**src/rtl/fp_cvt_pipe_pkg.sv**
```systemverilog
// Shared defaults and elaboration helpers for the fp_cvt_pipe converter.
package fp_cvt_pipe_pkg;

  localparam int DEF_DATA_W = 12;
  localparam int DEF_EXP_W  = 3;
  localparam int DEF_MANT_W = 4;

  // Largest encodable exponent for a given exponent width.
  function automatic int emax(input int exp_w);
    return (1 << exp_w) - 1;
  endfunction

  // Width of a bit index into a W-bit vector.
  function automatic int idx_w(input int w);
    return (w > 1) ? $clog2(w) : 1;
  endfunction

  // Legal geometry: every shift the normaliser can need must be encodable in E.
  function automatic bit cfg_ok(input int data_w, input int exp_w, input int mant_w);
    return (data_w >= 6) && (data_w <= 32) && (exp_w >= 1) && (mant_w >= 1) &&
           (mant_w <= data_w - 1) && ((data_w - 1 - mant_w) <= emax(exp_w));
  endfunction

endpackage

```
**src/rtl/fp_lead_one_det.sv**
```systemverilog
// Combinational leading-one detector: index of the highest set bit plus an any-one flag.
module fp_lead_one_det
  import fp_cvt_pipe_pkg::*;
#(
  parameter int W = 11,
  localparam int IW = idx_w(W)
) (
  input  logic [W-1:0]  vec,
  output logic [IW-1:0] idx,
  output logic          found
);

  // Scan upwards so the highest set bit is the last one written.
  always_comb begin
    idx   = '0;
    found = 1'b0;
    for (int unsigned i = 0; i < W; i++) begin
      if (vec[i]) begin
        idx   = IW'(i);
        found = 1'b1;
      end
    end
  end

endmodule

```
**src/rtl/fp_cvt_pipe.sv**
```systemverilog
// fp_cvt_pipe: three-stage streaming converter from two's complement to S/E/F
// compact float (value = F * 2^E, no hidden bit) with truncate or round-half-up.
module fp_cvt_pipe
  import fp_cvt_pipe_pkg::*;
#(
  parameter int DATA_W = DEF_DATA_W,
  parameter int EXP_W  = DEF_EXP_W,
  parameter int MANT_W = DEF_MANT_W
) (
  input  logic              clk,
  input  logic              rst,
  input  logic              in_valid,
  output logic              in_ready,
  input  logic [DATA_W-1:0] in_data,
  input  logic              in_rnd,
  output logic              out_valid,
  input  logic              out_ready,
  output logic              out_s,
  output logic [EXP_W-1:0]  out_e,
  output logic [MANT_W-1:0] out_f,
  output logic              out_sat,
  output logic              out_inexact
);

  localparam int MW = DATA_W - 1;
  localparam int IW = idx_w(MW);
  localparam logic [EXP_W-1:0] EMAX = '1;

  if (!cfg_ok(DATA_W, EXP_W, MANT_W)) begin : g_bad_cfg
    $error("fp_cvt_pipe: illegal DATA_W/EXP_W/MANT_W combination");
  end

  logic adv;

  logic              s1_valid_q, s1_valid_d;
  logic              s1_s_q, s1_s_d;
  logic [MW-1:0]     s1_m_q, s1_m_d;
  logic              s1_sat_q, s1_sat_d;
  logic              s1_rnd_q, s1_rnd_d;

  logic              s2_valid_q, s2_valid_d;
  logic              s2_s_q, s2_s_d;
  logic [EXP_W-1:0]  s2_e_q, s2_e_d;
  logic [MANT_W-1:0] s2_f_q, s2_f_d;
  logic              s2_r_q, s2_r_d;
  logic              s2_inexact_q, s2_inexact_d;
  logic              s2_sat_q, s2_sat_d;
  logic              s2_rnd_q, s2_rnd_d;

  logic              out_valid_q, out_valid_d;
  logic              out_s_q, out_s_d;
  logic [EXP_W-1:0]  out_e_q, out_e_d;
  logic [MANT_W-1:0] out_f_q, out_f_d;
  logic              out_sat_q, out_sat_d;
  logic              out_inexact_q, out_inexact_d;

  logic [IW-1:0]     lod_idx;
  logic              lod_found;
  int                norm_sh;
  logic [MANT_W:0]   f_inc;

  // One shared enable: the whole pipe moves unless a held result is blocked.
  assign adv      = !out_valid_q || out_ready;
  assign in_ready = adv;

  // S1: sign and magnitude; the most-negative code clamps to the largest magnitude.
  always_comb begin
    s1_valid_d = in_valid;
    s1_s_d     = in_data[DATA_W-1];
    s1_rnd_d   = in_rnd;
    s1_sat_d   = 1'b0;
    if (in_data[DATA_W-1]) s1_m_d = MW'(DATA_W'(0) - in_data);
    else                   s1_m_d = in_data[MW-1:0];
    if (in_data == {1'b1, {MW{1'b0}}}) begin
      s1_m_d   = '1;
      s1_sat_d = 1'b1;
    end
  end

  // S1 stage register.
  always_ff @(posedge clk or posedge rst) begin
    if (rst) begin
      s1_valid_q <= 1'b0;
      s1_s_q     <= 1'b0;
      s1_m_q     <= '0;
      s1_sat_q   <= 1'b0;
      s1_rnd_q   <= 1'b0;
    end else if (adv) begin
      s1_valid_q <= s1_valid_d;
      s1_s_q     <= s1_s_d;
      s1_m_q     <= s1_m_d;
      s1_sat_q   <= s1_sat_d;
      s1_rnd_q   <= s1_rnd_d;
    end
  end

  fp_lead_one_det #(
    .W (MW)
  ) u_lod (
    .vec   (s1_m_q),
    .idx   (lod_idx),
    .found (lod_found)
  );

  // S2: normalise so the leading one lands in the mantissa MSB; the shift is E.
  always_comb begin
    norm_sh      = int'(lod_idx) - MANT_W + 1;
    s2_valid_d   = s1_valid_q;
    s2_s_d       = s1_s_q;
    s2_sat_d     = s1_sat_q;
    s2_rnd_d     = s1_rnd_q;
    s2_e_d       = '0;
    s2_f_d       = MANT_W'(s1_m_q);
    s2_r_d       = 1'b0;
    s2_inexact_d = 1'b0;
    if (lod_found && (norm_sh > 0)) begin
      s2_e_d       = EXP_W'(norm_sh);
      s2_f_d       = MANT_W'(s1_m_q >> norm_sh);
      s2_r_d       = 1'(s1_m_q >> (norm_sh - 1));
      s2_inexact_d = |(s1_m_q & ~({MW{1'b1}} << norm_sh));
    end
  end

  // S2 stage register.
  always_ff @(posedge clk or posedge rst) begin
    if (rst) begin
      s2_valid_q   <= 1'b0;
      s2_s_q       <= 1'b0;
      s2_e_q       <= '0;
      s2_f_q       <= '0;
      s2_r_q       <= 1'b0;
      s2_inexact_q <= 1'b0;
      s2_sat_q     <= 1'b0;
      s2_rnd_q     <= 1'b0;
    end else if (adv) begin
      s2_valid_q   <= s2_valid_d;
      s2_s_q       <= s2_s_d;
      s2_e_q       <= s2_e_d;
      s2_f_q       <= s2_f_d;
      s2_r_q       <= s2_r_d;
      s2_inexact_q <= s2_inexact_d;
      s2_sat_q     <= s2_sat_d;
      s2_rnd_q     <= s2_rnd_d;
    end
  end

  // S3: round half-up; a mantissa carry renormalises, a carry past EMAX saturates.
  always_comb begin
    f_inc         = {1'b0, s2_f_q} + (MANT_W + 1)'(1);
    out_valid_d   = s2_valid_q;
    out_s_d       = s2_s_q;
    out_e_d       = s2_e_q;
    out_f_d       = s2_f_q;
    out_sat_d     = s2_sat_q;
    out_inexact_d = s2_inexact_q;
    if (s2_rnd_q && s2_r_q) begin
      if (!f_inc[MANT_W]) begin
        out_f_d = f_inc[MANT_W-1:0];
      end else if (s2_e_q == EMAX) begin
        out_f_d   = '1;
        out_sat_d = 1'b1;
      end else begin
        out_f_d           = '0;
        out_f_d[MANT_W-1] = 1'b1;
        out_e_d           = s2_e_q + EXP_W'(1);
      end
    end
  end

  // Output register; holds steady while the consumer stalls.
  always_ff @(posedge clk or posedge rst) begin
    if (rst) begin
      out_valid_q   <= 1'b0;
      out_s_q       <= 1'b0;
      out_e_q       <= '0;
      out_f_q       <= '0;
      out_sat_q     <= 1'b0;
      out_inexact_q <= 1'b0;
    end else if (adv) begin
      out_valid_q   <= out_valid_d;
      out_s_q       <= out_s_d;
      out_e_q       <= out_e_d;
      out_f_q       <= out_f_d;
      out_sat_q     <= out_sat_d;
      out_inexact_q <= out_inexact_d;
    end
  end

  assign out_valid   = out_valid_q;
  assign out_s       = out_s_q;
  assign out_e       = out_e_q;
  assign out_f       = out_f_q;
  assign out_sat     = out_sat_q;
  assign out_inexact = out_inexact_q;

endmodule
```
**config.mk**
```make
export PLATFORM = sky130hd
export DESIGN_NAME = fp_cvt_pipe
export DESIGN_NICKNAME = d
export VERILOG_FILES = /design/src/rtl/fp_cvt_pipe_pkg.sv /design/src/rtl/fp_lead_one_det.sv /design/src/rtl/fp_cvt_pipe.sv
export SDC_FILE = /design/constraint.sdc
export NUM_CORES = 1
export LEC_CHECK = 0
export BUFFER_PORTS_ARGS = -buffer_cell sky130_fd_sc_hd__buf_2
export CELL_PAD_IN_SITES_DETAIL_PLACEMENT = 1
export CELL_PAD_IN_SITES_GLOBAL_PLACEMENT = 1
export CORE_UTILIZATION = 45
export CTS_BUF_LIST = sky130_fd_sc_hd__clkbuf_8
export DETAILED_ROUTE_END_ITERATION = 7
export GPL_TIMING_DRIVEN = 0
export PLACE_DENSITY_LB_ADDON = 0.05
export SYNTH_ARGS = -nofsm -noshare
export SYNTH_HDL_FRONTEND = slang
export SYNTH_SLANG_ARGS = --single-unit
```
**constraint.sdc**
```tcl
create_clock -name clk -period 9.2 [get_ports clk]
set_input_delay 2.3 -clock clk [delete_from_list [all_inputs] [get_ports clk]]
set_output_delay 2.3 -clock clk [all_outputs]
set_load 0.05 [all_outputs]
```
==> results.md <==
| Quantity | Value |
|---|---|
| Min Tclk post-route | 6140 ps |
| Overall routed net length | 8410 um |
| Clock latency at the later pin of the worst-skew pair | 300 ps |
| Arrival time of the worst setup path | 3840 ps |
| Routed via count | 2787 |
| Outcome | completed |
| Count of routing violations after the opening detailed-route iteration | 187 |
| Launching element type of the critical path | input port |
| Critical path fanouts, max | 10 |
| Period utilization | 66.8% |
| Number of nets in the synthesized netlist | 373 |
| NetSw | 527 uW |
| Width of the die | 80.7 um |
| Internal power component | 518 uW |
| Logic gate share of total power | 57.0% |
| Top area cells in the synthesized netlist | dfrtp_1 35%, nand2_1 8.5%, o21ai_0 4.1% |
| Clk pwr share | 14.4% |
| Max frequency | 163 MHz |
| CP Capture Type | primary output |
| Sw Share | 50.4% |
| Die extent in y | 80.7 um |
| Row cnt | 28 |
| Sequential cell area fraction in the yosys report | 35.0% |
| Number of H-tree branching levels | 2 |
| Total grt overflow | 0 |
| Worst IR Drop VDD | 176 uV |
| Post-synthesis cell count | 350 |
| Post-route antenna net violation count | 0 |
| Most frequent cell after synthesis | nand2_1 |
| Count of different cell masters after synthesis | 58 |
| Fraction of synthesized cell area taken by the top area cell type | 35.0% |
| Weighted congestion at the end of routability-driven global placement | 0.878 |
| Synth warn | 0 |
| Required time of the worst setup path | 6900 ps |
| Total count of max-transition violations in the final report | 0 |
| Max transition margin | 45.4% |
| Async SR Flop Fraction | 100% |
| Setup repair bufs after CTS | 0 |
| Clock root buffer | clkbuf_8 |
| Hold slack | 469 ps |
| Static leakage power | 0.00137 uW |
| RSZ-0062 raised after global routing | false |
| Total Negative Setup Slacks | 0 ps |
| Number of synthesized register bits | 39 |
| Crit Path Category | in2out |
| Power per unit of standard cell area | 333 nW/um^2 |
| Num Clock Sinks | 39 |
| Worst Clk Skew | 11.8 ps |
| Cell type contributing the most total cell area after synthesis | dfrtp_1 |
| Register area | 976 sq um |
| Area of the core region | 5960 sq um |
| DRC viols | 0 |
| Antenna diodes | 0 |
| Vias in the first global route | 2699 |
| Footprint of the multi-input gates | 1650 sq um |
| Final-report setup violation count | 0 |
| Routed wire length per instance | 18.2 um |
| Detail Placement HPWL | 6340 um |
| Final hold vios | 0 |
| Number of filler cells placed in the layout | 765 |
| CTS buffer count | 5 |
| Largest buffer count on any clock path | 2 |
| Number of vias per cell | 6.05 |
| All-layer global routing usage | 28.4% |
| Pin count of the biggest net entering global routing | 40 |
| Share of layout cells above drive strength 1 | 14.2% |
| Net count of the finished layout | 408 |
| Min-delay worst type | reg2reg |
| Prevailing post-synth register cell | dfrtp_1 |
| Number of buffers added to fix hold violations after cts | 0 |
| CTS tree | done |
| Antenna violations before repair | 0 |
| Die area | 6510 sq um |
| Post-synth EDFFs | 0 |
| Number of placed I/O pins | 29 |
| Share of total power in sequential cells | 28.6% |
| Clock transition at path regs | 80 ps |
| # Max-Cap Violations | 0 |
| Leading cell types by count after synthesis | 63 x nand2_1, 39 x dfrtp_1, 29 x nor2_1 |
| Cell area after synthesis | 2790 sq um |
| Mean instance size in the synthesized netlist | 7.96 sq um |
| Signed area change from the synthesized netlist to the final layout | 12.5% |
| Slew @ Worst Pin | 818 ps |
| Count of input and output buffers | 28 |
| First-pass GRT wire length | 13900 um |
| # resized after CTS | 0 |
| Starting density of the core | 46.8% |
| Number of search-and-repair iterations in the first detailed-routing pass | 4 |
## layout make-up
type,count,share of cell area (%)
clock buffers,5,2.19
well taps,75,2.99
inverters,13,1.56
flip-flops and latches,39,31.1
plain buffers,24,3.75
multi-input cells,274,52.5
clock inverters,3,1.48
repair buffers,28,4.47
## critical path: stages
cell and delay (ps):
buf_2 90, nor2b_1 90, clkbuf_1 320, clkinv_1 380, clkbuf_1 350, buf_2 300
## metrics by stage
stage / total power [uW] / setup WS (ps) / area (sq um) / cells / utilization, %
after floorplan: 731 / 3660 / 2790 / 350 / -
after global placement: 871 / 3080 / 3020 / 453 / 50.7
after detailed placement: 890 / 3050 / 3020 / 453 / 50.7
after CTS: 1040 / 3050 / 3140 / 461 / 52.7
after global routing: 1120 / 2920 / 3140 / 461 / 52.7
final: 1040 / 3060 / 3140 / 461 / 52.7
## routing by layer
| metal | GRT usage [%] | up-vias | part of all wire (%) | routed length, um |
|---|---|---|---|---|
| met3 | 4.55 | 11 | 5.2 | 437 |
| met4 | 8.39 | 0 | 1.2 | 101 |
| met1 | 39.4 | 1377 | 46 | 3910 |
| met5 | 0 | - | 0 | 0 |
| li1 | - | 1325 | - | - |
| met2 | 45.4 | 74 | 47 | 3960 |
## flip-flops by register name, summed over array words and instances, names as in the netlist, 3 cells and up
register,count
s2_e_q,3
s2_f_q,4
out_e,3
out_f,4
s1_m_q,11
## cells by family (layout without fill, tap and decap cells)
logic type / after synthesis / in the layout / synth area share (%)
AOI/OAI and AO/OA: 95 / 95 / 23.2
DFF: 39 / 39 / 35.0
adders and majority gates: 7 / 7 / 3.05
muxes: 7 / 7 / 2.60
and+or+nand+nor: 148 / 148 / 24.8
xor gates and xnor gates: 17 / 17 / 5.34
buffers and inverters: 37 / 73 / 5.97
## path summary, 6_finish.rpt
check                      startpoint             to  slack (ps)  cells after the start
max reg2reg                 s1_m_q[4]      s2_f_q[3]        5110                     13
min                             out_s          out_s         470                      2
min reg2reg                     out_s          out_s         470                      2
max                         out_ready       in_ready        3060                      6
min in group asynchronous         rst       out_e[2]        2150                      2
max in group asynchronous         rst  out_inexact_d        6530                      2
## power by group through the flow
stage          registers, uW  clock network (uW)  logic (uW)
2_1_floorplan            368                   0         363
3_3_place_gp             298                   0         573
3_5_place_dp             302                   0         588
4_1_cts                  298                 153         593
5_1_grt                  309                 161         649
6_report                 299                 150         596
## cells in the final DEF, fill, tap and decap left out, types with 5 or more instances in the layout
cell / n
nand2_1: 63
dfrtp_1: 39
buf_2: 32
nor2_1: 29
o21ai_0: 23
nand3_1: 20
a21oi_1: 18
clkbuf_1: 15
inv_1: 10
xor2_1: 9
xnor2_1: 8
or3_1: 7
o31ai_1: 7
nor3_1: 6
ha_1: 6
mux2i_1: 5
clkbuf_8: 5
Note: power is estimated with default switching activity, not from simulation.
